$ cat src/rtl/seg_pkg.sv
// Shared constants for the 4-digit multiplexed 7-segment scan driver.
// Segment vectors are active-low and ordered {g,f,e,d,c,b,a}.
package seg_pkg;

  localparam logic [6:0] SEG_BLANK = 7'b1111111;
  localparam logic [3:0] AN_OFF    = 4'b1111;

  // Entry 15 is listed first so that HEX_SEG[h] returns the glyph for h.
  localparam logic [15:0][6:0] HEX_SEG = {
    7'b0001110, 7'b0000110, 7'b0100001, 7'b1000110,   // F E d C
    7'b0000011, 7'b0001000, 7'b0010000, 7'b0000000,   // b A 9 8
    7'b1111000, 7'b0000010, 7'b0010010, 7'b0011001,   // 7 6 5 4
    7'b0110000, 7'b0100100, 7'b1111001, 7'b1000000    // 3 2 1 0
  };

  typedef struct packed {
    logic [3:0][3:0] digit;
    logic [3:0]      blank;
    logic [3:0]      dpm;
  } frame_t;

  localparam frame_t FRAME_RESET = '{digit: '0, blank: 4'b1111, dpm: 4'b0000};

endpackage

$ cat src/rtl/seg_hex_decode.sv
// Combinational hex digit to active-low 7-segment glyph lookup.
module seg_hex_decode
  import seg_pkg::*;
(
  input  logic [3:0] hex,
  output logic [6:0] seg
);

  assign seg = HEX_SEG[hex];

endmodule

$ cat src/rtl/seg_scan_driver.sv
// Four-digit multiplexed 7-segment driver with double-buffered frame data,
// frame-aligned commit and a 3-bit PWM brightness control.
module seg_scan_driver
  import seg_pkg::*;
#(
  parameter int SCAN_DIV = 50000
) (
  input  logic       clk,
  input  logic       rst,
  input  logic       load,
  input  logic [3:0] d0,
  input  logic [3:0] d1,
  input  logic [3:0] d2,
  input  logic [3:0] d3,
  input  logic [3:0] blank_mask,
  input  logic [3:0] dp_mask,
  input  logic [2:0] bright,
  output logic [6:0] seg,
  output logic       dp,
  output logic [3:0] an,
  output logic       frame_done
);

  localparam int PW = (SCAN_DIV > 1) ? $clog2(SCAN_DIV) : 1;

  logic [PW-1:0] presc;
  logic [1:0]    idx;
  logic [2:0]    pwm_cnt;
  logic          pending;
  logic          frame_wrap_q;
  frame_t        shadow;
  frame_t        active;

  logic          slot_wrap;
  logic          frame_wrap;
  logic          lit;
  logic [3:0]    cur_digit;
  logic [6:0]    dec_seg;

  assign slot_wrap  = (presc == PW'(SCAN_DIV - 1));
  assign frame_wrap = slot_wrap && (idx == 2'd3);
  assign cur_digit  = active.digit[idx];
  assign lit        = (pwm_cnt <= bright) && !active.blank[idx];

  seg_hex_decode u_hex_decode (
    .hex (cur_digit),
    .seg (dec_seg)
  );

  always_ff @(posedge clk) begin
    if (rst) begin
      presc        <= '0;
      idx          <= '0;
      pwm_cnt      <= '0;
      pending      <= 1'b0;
      shadow       <= FRAME_RESET;
      active       <= FRAME_RESET;
      frame_wrap_q <= 1'b0;
      frame_done   <= 1'b0;
      seg          <= SEG_BLANK;
      an           <= AN_OFF;
      dp           <= 1'b1;
    end else begin
      presc   <= slot_wrap ? '0 : presc + 1'b1;
      pwm_cnt <= pwm_cnt + 1'b1;
      if (slot_wrap) idx <= idx + 1'b1;

      // A load landing on the wrap commits the old shadow and stays pending.
      if (frame_wrap && pending) active <= shadow;
      if (load) begin
        shadow.digit <= {d3, d2, d1, d0};
        shadow.blank <= blank_mask;
        shadow.dpm   <= dp_mask;
        pending      <= 1'b1;
      end else if (frame_wrap) begin
        pending <= 1'b0;
      end

      // Delayed one extra stage so the pulse lines up with the first
      // registered output cycle of slot 0.
      frame_wrap_q <= frame_wrap;
      frame_done   <= frame_wrap_q;

      if (lit) begin
        an  <= ~(4'b0001 << idx);
        seg <= dec_seg;
        dp  <= ~active.dpm[idx];
      end else begin
        an  <= AN_OFF;
        seg <= SEG_BLANK;
        dp  <= 1'b1;
      end
    end
  end

endmodule

$ cat config.mk
export PLATFORM = sky130hd
export DESIGN_NAME = seg_scan_driver
export DESIGN_NICKNAME = d
export VERILOG_FILES = /design/src/rtl/seg_pkg.sv /design/src/rtl/seg_hex_decode.sv /design/src/rtl/seg_scan_driver.sv
export SDC_FILE = /design/constraint.sdc
export NUM_CORES = 1
export LEC_CHECK = 0
export ABC_AREA = 0
export BUFFER_PORTS_ARGS = -buffer_cell sky130_fd_sc_hd__buf_4
export CAP_MARGIN = 10
export CORE_AREA = 2 2 84 86
export CTS_CLUSTER_SIZE = 8
export DETAILED_ROUTE_END_ITERATION = 10
export DIE_AREA = 0 0 86 88
export GPL_TIMING_DRIVEN = 0
export PLACE_DENSITY = 0.79
export SETUP_SLACK_MARGIN = 0.5
export SYNTH_ARGS = -nofsm -noshare
export SYNTH_HDL_FRONTEND = slang
export SYNTH_SLANG_ARGS = --single-unit
$ cat constraint.sdc
create_clock -name clk -period 2.6 [get_ports clk]
set_input_delay 0.26 -clock clk [delete_from_list [all_inputs] [get_ports clk]]
set_output_delay 0.26 -clock clk [all_outputs]
set_load 0.01 [all_outputs]
## Word-level counts from Yosys, hierarchy flattened

Memory sizes are Yosys's and may differ from the RTL's. A register that Yosys moved wholly into a read port is not among the register bits.
Index checks and enable logic that the tools add are counted.
Widths: inputs -> output; s select.

- Bits in registers: 77
- Bits in latches: 0
- RAM bits: 0
- ROM bits: 112
- Input bits: 30
- Output and inout bits: 13
- Word-level logic and storage cells: 47
- Memories kept: 1

- Add/sub/neg operators: 3
- Multipliers: 0
- Divide/modulo/power cells: 0
- Order comparisons: 2
- Eq/ne operators: 2
- Shift operators: 1
- Mux-type cells: 8
- Bitwise logic cells: 3
- Reductions and logical operators: 7

Memory list:

| name | depth | bits a word | read ports | clocked after Yosys merged registers in | write ports | line | source |
|---|---|---|---|---|---|---|---|
| (no name shown) | 16 | 7 | 1 | 1 | 0 | seg_hex_decode.sv:9 | `assign seg = HEX_SEG[hex];` |

Operators by type and width:

| kind | count |
|---|---|
| $add 16x1->16 const B | 1 |
| $eq 16x16->1 const B | 1 |
| $bmux 4 s2 | 1 |
| $bmux 1 s2 | 2 |
| $mux 1 | 4 |
| $mux 4 | 1 |
| $not 4->4 | 1 |
| $reduce_or 2->1 | 2 |
| $shl 1x2->4 const A | 1 |
| $add 3x1->3 const B | 1 |
| $le 3x3->1 | 1 |
| $logic_and 1x1->1 | 3 |
| $lt 2x3->1 const B | 1 |
| $add 2x1->2 const B | 1 |
| $eq 2x2->1 const B | 1 |
| $not 1->1 | 2 |
| $reduce_bool 2->1 | 1 |
| $logic_not 1->1 | 1 |

## Depth between registers and ports, before layout

Gate-level depths: netlist of run 1.

- Depth in word-level cells: 6
- Gate-level depth with buffers: 9
- Depth with buffers taken out: 7

## Cells and area by module

From an unflattened synthesis of run 1, not the netlist that was laid out.

- Cell total of the unflattened synthesis: 384
- Area total of the unflattened synthesis: 3702.3 µm²

Modules (own cells, without submodules):

| module | instances | cells each | area each (µm²) | sequential area each (µm²) |
|---|---|---|---|---|
| seg_scan_driver | 1 | 353 | 3440.8 | 1681.6 |
| seg_hex_decode | 1 | 31 | 261.5 | 0.0 |

## Worst setup path after synthesis of run 1

Ideal clock, no wire load.

- Path type: register to register
- Start point: reg idx[0]
- End point: reg seg[0]
- Setup time: 0.074 ns
- Data arrival time: 1.902 ns
- Data required time: 2.526 ns
- Setup slack: 0.624 ns
- Stages on the path, launching flop included: 9
- Path buffers: 1
- Clock period less this slack: 1.976 ns
- Path through: dfxtp_1 -> buf_6 -> mux4_2 -> inv_1 -> ha_1 -> nor2_1 -> a211oi_1 -> a21oi_1 -> o21ai_0

- Cells in the longest elaborated chain, start to end: 6
- Elaborated cells between the ends (all ways): 8
- Classes of those cells: mux: 4; bitwise: 1; reduce/logical: 3

RTL lines:

| what | line | source |
|---|---|---|
| start, declared | seg_scan_driver.sv:27 | `logic [1:0] idx;` |
| start signal, assigned | seg_scan_driver.sv:66 | `if (slot_wrap) idx <= idx + 1'b1;` |
| $bmux 1 s2 | seg_scan_driver.sv:43 | `assign lit = (pwm_cnt <= bright) && !active.blank[idx];` |
| $mux 1 (implied by the code) | seg_scan_driver.sv:43 |  |
| $logic_not 1->1 | seg_scan_driver.sv:43 |  |
| $logic_and 1x1->1 | seg_scan_driver.sv:43 |  |
| $not 1->1 (no line) | - |  |
| $reduce_or 2->1 (no line) | - |  |
| end, declared | seg_scan_driver.sv:18 | `output logic [6:0] seg,` |

Several ways; a longest one is shown, not always the timed one. The select of a mux whose other input is x is not followed.
A chain may end at the register's enable or synchronous reset.

## Final worst setup path of run 1

- Start point: reg idx[0]
- End point: reg seg[4]

Same word-level chain as after synthesis.

==> results of run 1 <==
[power breakdown]
| part | internal, W | total [W] | switching (W) |
|---|---|---|---|
| Sequential | 0.00132 | 0.00134 | 0.0000191 |
| Clock | 0.000367 | 0.000824 | 0.000457 |
| Combinational | 0.0000706 | 0.000134 | 0.0000630 |
[placed cells by master, fill, tap and decap left out, drive strengths merged, types with 11 or more instances in the layout]
| master | netlist | layout |
|---|---|---|
| dfxtp | 84 | 84 |
| buf | 17 | 67 |
| nand2 | 62 | 62 |
| nor2 | 43 | 43 |
| a21oi | 30 | 30 |
| mux2i | 28 | 28 |
| clkbuf | 5 | 16 |
| ha | 15 | 15 |
| inv | 11 | 11 |
[worst max-delay path: cells and delay by family (launching register included)]
family,cells,cell delay (ns)
buf+inv,2,0.30
simple gates,2,0.55
mux,1,0.57
fa+ha+maj,1,0.17
flops,1,0.39
[flip-flops by register name, indices dropped and copies added (netlist names)]
name          flops
idx               2
dp                1
shadow           24
pwm_cnt           3
frame_done        1
pending           1
seg               7
an                4
frame_wrap_q      1
active           24
presc            16
[logic make-up after synthesis]
kind of cell,synth area share
AO/OA/AOI/OAI,0.0905
XOR/XNOR,0.0336
adder cells (fa/ha/maj),0.0514
buffers and inverters,0.0565
flip-flops,0.461
multiplexers,0.111
AND/OR/NAND/NOR,0.197
[final cells by class]
cell class / count / area, sq um
plain buffers: 22 / 174
clock buffers: 11 / 141
clock inverters: 5 / 27.5
fillers: 525 / 2320
inverters: 11 / 43.8
multi-input cells: 261 / 1780
flip-flops and latches: 84 / 1690
well taps: 80 / 100
repair buffers: 50 / 375
[metal layers]
| metal | GRT usage | up-vias | part of all wire | wire length, microns |
|---|---|---|---|---|
| met2 | 0.304 | 54 | 0.48 | 3450 |
| met4 | 0.0736 | 0 | 0.013 | 96 |
| met3 | 0.0518 | 9 | 0.039 | 283 |
| li1 | - | 1398 | - | - |
| met5 | 0 | - | 0 | 0 |
| met1 | 0.258 | 1286 | 0.47 | 3400 |
[how the worst max path moves through the flow]
stage,startpoint,to,slack [ns],cells past startpoint
global route,idx[1]$_SDFFE_PP0P_,seg[4]$_SDFF_PP1_,0.52,6
CTS,idx[0]$_SDFFE_PP0P_,seg[4]$_SDFF_PP1_,0.50,6
detailed placement,idx[0]$_SDFFE_PP0P_,seg[0]$_SDFF_PP1_,0.25,8
floorplan,idx[0]$_SDFFE_PP0P_,seg[0]$_SDFF_PP1_,0.62,8
global placement,idx[0]$_SDFFE_PP0P_,seg[0]$_SDFF_PP1_,0.28,8
finish,idx[0]$_SDFFE_PP0P_,seg[4]$_SDFF_PP1_,0.57,6
[metrics by stage]
stage | worst slack [ns] | std cells | util
6_report | 0.571 | 524 | 0.651
5_1_grt | 0.517 | 524 | 0.651
4_1_cts | 0.504 | 518 | 0.641
3_5_place_dp | 0.247 | 500 | 0.612
3_3_place_gp | 0.279 | 500 | 0.612
2_1_floorplan | 0.624 | 378 | -
[synth_stat cells (5+ instances only)]
library cell / instances
dfxtp_1: 84
nand2_1: 56
nor2_1: 43
mux2i_1: 28
a21oi_1: 16
ha_1: 15
a21oi_2: 14
inv_1: 11
buf_2: 7
nand3_1: 7
nor2b_1: 7
o21ai_0: 7
xnor2_1: 7
xor2_1: 7
nand2_2: 6
clkbuf_1: 5
[timing repair]
item / in CTS / in global routing
endpoints found under the setup margin: 5 / 3
cloned: 0 / 0
hold buffers: 0 / 0
buffers inserted: 2 / 6
resized for setup: 5 / 7
==> summary.md, run 1 <==
| Metric | Value |
|---|---|
| Status | complete, no violations |
| CTS Buf Count | 9 |
| CTS tree | yes |
| Tcrit/Tclk final | 0.780 |
| PwrDens | 530 nW/um^2 |
| Max Freq | 493 MHz |
| Prevailing post-synth register cell | dfxtp_1 |
| First-pass GRT wire length | 11400 microns |
| # Max-Cap Violations | 0 |
| Crit path cell chain | buf_12 > mux4_2 > buf_4 > ha_1 > or3b_2 > nand3_1 |
| Worst Hold Class | in -> reg |
| Initial antenna violation count | 0 |
| Synth Register Bits | 84 |
| Starting density of the core | 0.550 |
| Finished layout cell area | 4330 sq um |
| Crit. End Element | register |
| WHS Path Cells | 2 |
| Dpl cell area | 4070 sq um |
| Leak Pwr | 1.75 nW |
| Final Setup Violations | 0 |
| Vias per cell | 5.24 |
| Final hold vios | 0 |
| CP Class | reg -> reg |
| Largest net degree at the start of global routing | 14 |
| Synth top area cells | dfxtp_1, mux2i_1, nand2_1, ha_1, nor2_1 |
| Die Y | 88 microns |
| Worst r2r dst | seg[4]$_SDFF_PP1_ |
| Data arrival, critical path | 2.32 ns |
| Critical Path RT | 2.89 ns |
| Final min period | 2.03 ns |
| Fin Clk Skew | 0.0108 ns |
| Synth warn | 0 |
| Die area | 7570 sq um |
| DRC errors left | 0 |
| Delay of the slowest critical-path stage | 0.57 ns |
| Register clock-pin slew on the reported worst setup and hold paths | 0.08 ns |
| Unrepaired setup endpoints after global routing | false |
| Initial DRT Pass Iterations | 4 |
| Startpoint types | register |
| Cell row count | 30 |
| Slew Limit Fails | 0 |
| Synth cell types | 45 |
| Top cell type's share of synthesized area | 0.461 |
| All-Layer GR Usage | 0.194 |
| Number of synthesized flops with an enable pin | 0 |
| TNS Setup | 0 ns |
| IO Pins | 43 |
| Maximum VDD drop | 0.425 mV |
| Worst skew pair latency | 0.36 ns |
| CTS root buffer | clkbuf_8 |
| Sequential fraction of the synthesis area | 0.461 |
| Mapped Cells | 378 |
| Clock buffer depth | 2 |
| Avg Inst Size Synth | 9.66 sq um |
| DR vias | 2747 |
| Share of cells above drive strength 1 | 0.273 |
| Worst R2R Start | idx[0]$_SDFFE_PP0P_ |
| Reg2Reg Depth | 6 |
| Area growth, synth to finish | 18.5% |
| DR iter-0 viols | 156 |
| Worst hold endpoint | shadow[6]$_SDFFE_PP1P_ |
| Die width | 86 microns |
| Synthesized cell area | 3650 sq um |
| Final RePlAce weighted congestion | 0.848 |
| Post-synth top area cell | dfxtp_1 |
| Global route overflow | 0 |
| Core area | 6640 sq um |
| IO Port Bufs | 42 |
| N_diodes | 0 |
| Power, Total | 0.00229 W |
| Vias in the first global route | 2459 |
| Slew margin rel. | 0.548 |
| Max H-tree Level | 3 |
| Hold Slack | 0.102 ns |
| Nets | 484 |
| Async set-reset flop share out of synthesis | 0 |
| Drt wl/cell | 13.8 microns |
| Worst Path Max Fanout | 5 |
| Syn Nets | 423 |
| Dpl hpwl | 5060 microns |
| Actual slew at the worst max-slew pin | 0.678 ns |
| Sink Count | 84 |
| Final ANT Viol Nets | 0 |
| Reg2reg setup slack | 0.57 ns |
| Drt total wl | 7240 microns |
| Crit-path slowest cell | mux4_2 |
| Worst min-delay path startpoint | blank_mask[2] |
(Power assumes the default switching activity.)
==> run 2: changes to the inputs <==
==> constraint.sdc (replaced) <==
create_clock -name clk -period 2.15 [get_ports clk]
set_input_delay 0.215 -clock clk [delete_from_list [all_inputs] [get_ports clk]]
set_output_delay 0.215 -clock clk [all_outputs]
set_load 0.01 [all_outputs]
==> run 2 against run 1 <==
Effect of this change: critical path depth is 3 higher; non-clock buffer count rose by 28; count of clock-buffer cells in the layout shrank 2; maximum frequency up 5.2%; final area increased by 21%; combinational power grew 49%; clock power up 43%; worst hold slack got worse by 0.047 ns; total power rose by 31%; global-route usage increased by 5.3 points; wire length increased by 34%.
==> summary.md, run 2 (synthesis gave the netlist of run 1 again) <==
| Metric | Value |
|---|---|
| Layout Utilization | 0.789 (+0.138) |
| Clock buffer depth | 2 (unchanged) |
| Die Y | 88 microns (unchanged) |
| CTS Buf Count | 9 (unchanged) |
| Maximum VDD drop | 0.623 mV (+46%) |
| Nets | 512 (+5.8%) |
| Crit-path slowest cell | mux4_2 |
| Dpl hpwl | 5390 microns (+6.5%) |
| Unrepaired setup endpoints after global routing | true |
| Commonest non-fill, non-tap cell in the layout | dfxtp_1 |
| Area growth, synth to finish | 43.6% |
| Sw Share | 0.252 (+0.0165) |
| Data arrival, critical path | 2.19 ns (-0.13 ns) |
| All-Layer GR Usage | 0.247 (+0.0531) |
| Placed insts | 500 (unchanged) |
| Critical Path RT | 2.41 ns (-0.48 ns) |
| Actual slew at the worst max-slew pin | 0.742 ns (+0.0643 ns) |
| DR vias | 3044 (+11%) |
| IO Pins | 43 (unchanged) |
| Cell row count | 30 (unchanged) |
| Post-CTS Hold Fix Bufs | 0 (unchanged) |
| Vias in the first global route | 3016 (+23%) |
| Crit path cell chain | buf_12 > mux4_2 > inv_4 > buf_6 > ha_4 > inv_2 > a21oi_2 > nor2_1 > o21ai_1 |
| Vias per cell | 5.51 (+5.2%) |
| CTS tree | yes |
| Slew Limit Fails | 0 (unchanged) |
| Worst Path Buf+Inv | 4 (+2) |
| Fin Clk Skew | 0.0160 ns (+0.00523 ns) |
| Tcrit/Tclk final | 0.897 (+0.117) |
| Pint | 0.00225 W (+28%) |
| First-pass GRT wire length | 14200 microns (+25%) |
| Flop pwr share | 0.542 (-0.040) |
| Worst Path Max Fanout | 5 (unchanged) |
| IO Port Bufs | 42 (unchanged) |
| Commonest cells after routing, fill and taps aside | dfxtp_1, buf_4, nor2_1 |
| PwrDens | 573 nW/um^2 (+8.1%) |
| # Max-Cap Violations | 0 (unchanged) |
| Register clock-pin slew on the reported worst setup and hold paths | 0.10 ns (+0.02 ns) |
| Final Setup Violations | 0 (unchanged) |
| Power share of the clock group | 0.392 (+0.033) |
| Crit. End Element | register |
| Final hold vios | 0 (unchanged) |
| CTS root buffer | clkbuf_8 |
| Global route overflow | 0 (unchanged) |
| Starting density of the core | 0.550 (unchanged) |
| Finished Layout Cells | 552 (+5.3%) |
| Final RePlAce weighted congestion | 0.858 (+1.1%) |
| Final ANT Viol Nets | 0 (unchanged) |
| Core area | 6640 sq um (unchanged) |
| Startpoint types | register |
| Hold Slack | 0.0552 ns (-0.0470 ns) |
| Delay of the slowest critical-path stage | 0.62 ns (+0.05 ns) |
| Die width | 86 microns (unchanged) |
| Drt total wl | 9720 microns (+34%) |
| Combinational fraction of design power | 0.066 (+0.008) |
| Worst skew pair latency | 0.37 ns (about the same) |
| CP Class | reg -> reg |
| Leak Pwr | 2.25 nW (+29%) |
| Crit path max-delay family | multiplexers |
| Registers with the most flip-flops | active (24), shadow (24), presc (16) |
| Worst Hold Class | in -> reg |
| Sink Count | 84 (unchanged) |
| TNS Setup | 0 ns (unchanged) |
| Final min period | 1.93 ns (-0.100 ns) |
| Initial antenna violation count | 0 (unchanged) |
| Share of cells above drive strength 1 | 0.475 (+0.202) |
| Largest net degree at the start of global routing | 17 (+3) |
| Status | complete, no violations |
| Switching power | 0.000756 W (+40%) |
| Slew margin rel. | 0.505 (-0.0429) |
| DRC errors left | 0 (unchanged) |
| Die area | 7570 sq um (unchanged) |
| DR iter-0 viols | 153 (-1.9%) |
| Max Freq | 518 MHz (+5.2%) |
| Initial DRT Pass Iterations | 4 (unchanged) |
| Max H-tree Level | 3 (unchanged) |
| Drt wl/cell | 17.6 microns (+27%) |
| N_diodes | 0 (unchanged) |
## run 2: cell types whose count changed in the layout (fill, tap and decap cells not counted), sizes merged
cell and change:
bufinv +1, inv +5, clkinvlp -1, buf +26
clkinv -3
## run 2: through the flow
step | power [W] | instance area [sq um] | setup WS [ns]
detailed placement | 0.00182 | 4150 | 0.147
global placement | 0.00181 | 4150 | 0.165
CTS | 0.00299 | 4910 | 0.224
floorplan | 0.00174 | 3740 | 0.334
finish | 0.00300 | 5240 | 0.221
global route | 0.00309 | 5240 | 0.170
## run 2: worst paths after layout
check	startpoint	end	slack, ns	depth (start not counted)
worst max-delay path	idx[0]$_SDFFE_PP0P_	seg[1]$_SDFF_PP1_	0.22	9
worst min-delay path	blank_mask[2]	shadow[6]$_SDFFE_PP1P_	0.06	2
worst max register to register	idx[0]$_SDFFE_PP0P_	seg[1]$_SDFF_PP1_	0.22	9
worst min register to register	active[20]$_SDFFE_PP0P_	active[20]$_SDFFE_PP0P_	0.46	2
## run 2: routing by layer
| metal | global-route usage | share of wire | vias up |
|---|---|---|---|
| li1 | - | - | 1455 |
| met5 | 0 | 0 | - |
| met4 | 0.117 | 0.018 | 0 |
| met3 | 0.0641 | 0.050 | 18 |
| met1 | 0.285 | 0.40 | 1470 |
| met2 | 0.430 | 0.53 | 101 |
## run 2: cell type report
| type | count | area, sq um |
|---|---|---|
| Sequential cell | 84 | 1710 |
| Tap cell | 80 | 100 |
| Clock buffer | 9 | 124 |
| Inverter | 11 | 46.3 |
| Buffer | 22 | 205 |
| Multi-Input combinational cell | 261 | 2230 |
| Fill cell | 381 | 1400 |
| Clock inverter | 7 | 78.8 |
| Timing Repair Buffer | 78 | 756 |
## run 2: repair_timing
| action | in CTS | in global routing |
|---|---|---|
| resized for setup | 62 | 79 |
| setup endpoints to repair | 46 | 54 |
| gates cloned | 5 | 1 |
| buffers inserted | 26 | 4 |
| pin swaps | 27 | 38 |
## run 2: power by group through the flow
stage               Sequential [W]  Combinational [W]  Clock [W]
detailed placement         0.00165           0.000165          0
global route               0.00163           0.000217    0.00125
global placement           0.00165           0.000159          0
CTS                        0.00162           0.000183    0.00118
floorplan                  0.00164          0.0000984          0
finish                     0.00163           0.000199    0.00118
==> run 3: changes to the inputs <==
--- a/config.mk
+++ b/config.mk
@@ -8,13 +8,14 @@
 export ABC_AREA = 0
 export BUFFER_PORTS_ARGS = -buffer_cell sky130_fd_sc_hd__buf_4
 export CAP_MARGIN = 10
-export CORE_AREA = 2 2 84 86
+export CORE_AREA = 2 2 83 85
 export CTS_CLUSTER_SIZE = 8
 export DETAILED_ROUTE_END_ITERATION = 10
-export DIE_AREA = 0 0 86 88
+export DIE_AREA = 0 0 85 87
 export GPL_TIMING_DRIVEN = 0
-export PLACE_DENSITY = 0.79
+export PLACE_DENSITY = 0.81
 export SETUP_SLACK_MARGIN = 0.5
 export SYNTH_ARGS = -nofsm -noshare
 export SYNTH_HDL_FRONTEND = slang
+export SYNTH_HIERARCHICAL = 1
 export SYNTH_SLANG_ARGS = --single-unit
==> run 3 against run 2 <==
Effect of this change: setup slack got worse by 0.16 ns; final area decreased by 1.3%; wire length increased by 17%; maximum frequency decreased by 7.7%; sequential cell count unchanged; die area decreased by 2.3%; clock skew about the same; critical endpoint is now seg[3]$_SDFF_PP1_; highest routed layer unchanged.
==> summary.md, run 3 <==
| Metric | Value |
|---|---|
| Critical Path Most Common Cell | mux4_2 |
| Vias in the first global route | 3024 (+0.27%) |
| Worst setup path end | seg[3]$_SDFF_PP1_ |
| Drt wl/cell | 20.5 microns (+16%) |
| PwrDens | 564 nW/um^2 (-1.5%) |
| Worst skew pair latency | 0.37 ns (about the same) |
| Slew margin rel. | 0.536 (+0.0303) |
| Met3 wire len | 779 microns (+59%) |
| Leak Pwr | 1.95 nW (-13%) |
| Finished Layout Cells | 557 (+0.91%) |
| Register clock-pin slew on the reported worst setup and hold paths | 0.09 ns (about the same) |
| Delay of the slowest critical-path stage | 0.62 ns (about the same) |
| CP startpoint | idx[1]$_SDFFE_PP0P_ |
| DR iter-0 viols | 416 (+170%) |
| Max Freq | 478 MHz (-7.7%) |
| Final min period | 2.09 ns (+0.162 ns) |
| Synth cell count leaders | dfxtp_1, nor2_1, mux2i_1 |
| Clock buffer depth | 2 (unchanged) |
| IO Port Bufs | 41 (-2.4%) |
| Top cell type's share of synthesized area | 0.454 (-0.00638) |
| DR vias | 3470 (+14%) |
| Syn Nets | 430 (+1.7%) |
| Crit-path slowest cell | mux4_2 |
| Sink Count | 84 (unchanged) |
| Final hold vios | 0 (unchanged) |
| Drt total wl | 11400 microns (+17%) |
| Worst Hold Class | in -> reg |
| First-pass GRT wire length | 14600 microns (+2.7%) |
| Worst r2r dst | seg[3]$_SDFF_PP1_ |
| Commonest cells after routing, fill and taps aside | dfxtp_1, buf_4, nor2_1 |
| Placed insts | 505 (+1.0%) |
| Synth top area cells | dfxtp_1, mux2i_1, ha_1, nand4_1, nor2_1 |
| Data arrival, critical path | 2.35 ns (+0.16 ns) |
| Vias per cell | 6.23 (+13%) |
| Unrepaired setup endpoints after global routing | true |
| Post-CTS Hold Fix Bufs | 0 (unchanged) |
| Final Setup Violations | 0 (unchanged) |
| Registers with the most flip-flops | active (24), shadow (24), presc (16) |
| Starting density of the core | 0.564 (+0.0141) |
| Dpl hpwl | 5490 microns (+1.8%) |
| Core area | 6570 sq um (-1.1%) |
| Post-synth top area cell | dfxtp_1 |
| Die area | 7400 sq um (-2.3%) |
| Most frequent cell after synthesis | dfxtp_1 |
| IO Pins | 43 (unchanged) |
| Crit. End Element | register |
| # Max-Cap Violations | 0 (unchanged) |
| Synth warn | 6 (+6) |
| Initial antenna violation count | 0 (unchanged) |
| Met1 WL | 4600 microns (+18%) |
| Filler cells | 343 (-10%) |
| Share of cells above drive strength 1 | 0.430 (-0.0448) |
| Worst R2R Start | idx[1]$_SDFFE_PP0P_ |
| CTS tree | yes |
| Die Y | 87 microns (-1.1%) |
| CP Class | reg -> reg |
| Status | complete, no violations |
| Actual slew at the worst max-slew pin | 0.697 ns (-0.0455 ns) |
| Initial DRT Pass Iterations | 5 (+1) |
| Largest net degree at the start of global routing | 17 (unchanged) |
| All-Layer GR Usage | 0.253 (+0.00536) |
| Commonest non-fill, non-tap cell in the layout | dfxtp_1 |
| CTS root buffer | clkbuf_8 |
| Synth Register Bits | 84 (unchanged) |
| Startpoint types | register |
| Prevailing post-synth register cell | dfxtp_1 |
| Number of synthesized flops with an enable pin | 0 (unchanged) |
| DRC errors left | 0 (unchanged) |
| Global route overflow | 0 (unchanged) |
| Slew Limit Fails | 0 (unchanged) |
| Final ANT Viol Nets | 0 (unchanged) |
| Die width | 85 microns (-1.2%) |
| Nets | 518 (+1.2%) |
| Synthesized cell area | 3700 sq um (+1.4%) |
| Max H-tree Level | 3 (unchanged) |
| Cell row count | 30 (unchanged) |
| Critical Path RT | 2.41 ns (about the same) |
| DR WL met2 | 5520 microns (+7.5%) |
| Avg Inst Size Synth | 9.64 sq um (-0.18%) |
| Synth cell types | 43 (-4.4%) |
| Reg2reg setup slack | 0.06 ns (-0.16 ns) |
| Area growth, synth to finish | 39.8% |
| TNS Setup | 0 ns (unchanged) |
| Worst Path Max Fanout | 5 (unchanged) |
| CTS Buf Count | 9 (unchanged) |
| Async set-reset flop share out of synthesis | 0 (unchanged) |
| Fin Clk Skew | 0.0158 ns (-0.000177 ns) |
| Tcrit/Tclk final | 0.972 (+0.0752) |
| Final RePlAce weighted congestion | 0.870 (+1.4%) |
| N_diodes | 0 (unchanged) |
| Reg2Reg Depth | 7 (-2) |
| Mapped Cells | 384 (+1.6%) |
| Top sig layer | met4 |
| Maximum VDD drop | 0.500 mV (-20%) |
| Sequential fraction of the synthesis area | 0.454 (-0.00638) |
| Crit path cell chain | buf_8 > mux4_2 > inv_4 > ha_4 > inv_2 > mux4_2 > nand3b_1 |
-- run 3: changes by cell type after synthesis, sizes merged, moves of 4 or more --
cell	before	now
nand3	7	17
xor2	7	2
o21ai	7	27
nor4	0	5
a211o	4	0
clkbuf	5	15
nand2	62	13
and3	5	1
a21oi	30	22
o31ai	0	4
nor2b	7	3
nand4	4	27
xnor2	7	14
-- run 3: where the power goes --
| part | internal [W] | leakage [nW] | switching, W |
|---|---|---|---|
| Sequential | 0.00159 | 0.690 | 0.0000274 |
| Combinational | 0.000108 | 1.17 | 0.000109 |
| Clock | 0.000440 | 0.0925 | 0.000646 |
-- run 3: area by class of cell --
class | instances | area (sq um) | area share
buffer | 29 | 255 | 0.0493
clock buffer | 9 | 124 | 0.0239
clock inverter | 7 | 58.8 | 0.0114
inverter | 14 | 55.1 | 0.0106
multi-input combinational | 257 | 2190 | 0.422
sequential | 84 | 1710 | 0.330
tap | 80 | 100 | 0.0193
timing repair buffer | 77 | 689 | 0.133
-- run 3: how the worst min path moves through the flow --
stage                       startpoint  slack, ns                     end  depth (start not counted)
6_report                 blank_mask[1]       0.07  shadow[5]$_SDFFE_PP1P_                          3
3_5_place_dp   frame_wrap_q$_SDFF_PP0_       0.42   frame_done$_SDFF_PP0_                          1
3_3_place_gp   frame_wrap_q$_SDFF_PP0_       0.42   frame_done$_SDFF_PP0_                          1
4_1_cts                  blank_mask[2]       0.07  shadow[6]$_SDFFE_PP1P_                          3
5_1_grt                  blank_mask[1]       0.07  shadow[5]$_SDFFE_PP1P_                          3
2_1_floorplan            blank_mask[0]       0.34  shadow[4]$_SDFFE_PP1P_                          2
-- run 3: cell families after synthesis --
group                      synth area share
and+or+nand+nor                       0.191
DFF                                   0.454
AOI/OAI and AO/OA                    0.0831
buffers and inverters                0.0574
muxes                                 0.122
xor gates and xnor gates             0.0379
adders and majority gates            0.0541
-- run 3: worst max-delay path: cells and delay by family (launching register included) --
| family | cells | cell delay (ns) |
|---|---|---|
| mux | 2 | 1.05 |
| flops | 1 | 0.36 |
| buf+inv | 3 | 0.27 |
| simple gates | 1 | 0.16 |
| fa+ha+maj | 1 | 0.13 |
-- run 3: per-layer routing --
layer	vias to the layer above	track usage
met1	1667	0.324
met5	-	0
met2	209	0.416
met4	0	0.130
li1	1543	-
met3	51	0.0379
-- run 3: timing repair --
item                                    in CTS  in global routing
endpoints found under the setup margin      51                 56
buffers inserted                            21                 12
pin swaps                                   22                 19
cloned                                       3                  0
gates resized for setup                     75                 70
-- run 3: through the flow --
| stage | util | instance area (sq um) | hold slack [ns] | total power [W] | worst slack (ns) |
|---|---|---|---|---|---|
| 2_1_floorplan | - | 3760 | 0.343 | 0.00175 | 0.133 |
| 3_3_place_gp | 0.635 | 4170 | 0.421 | 0.00181 | 0.0293 |
| 3_5_place_dp | 0.635 | 4170 | 0.425 | 0.00183 | -0.00450 |
| 4_1_cts | 0.734 | 4820 | 0.0684 | 0.00287 | 0.122 |
| 5_1_grt | 0.788 | 5180 | 0.0724 | 0.00300 | 0.0252 |
| 6_report | 0.788 | 5180 | 0.0722 | 0.00292 | 0.0597 |
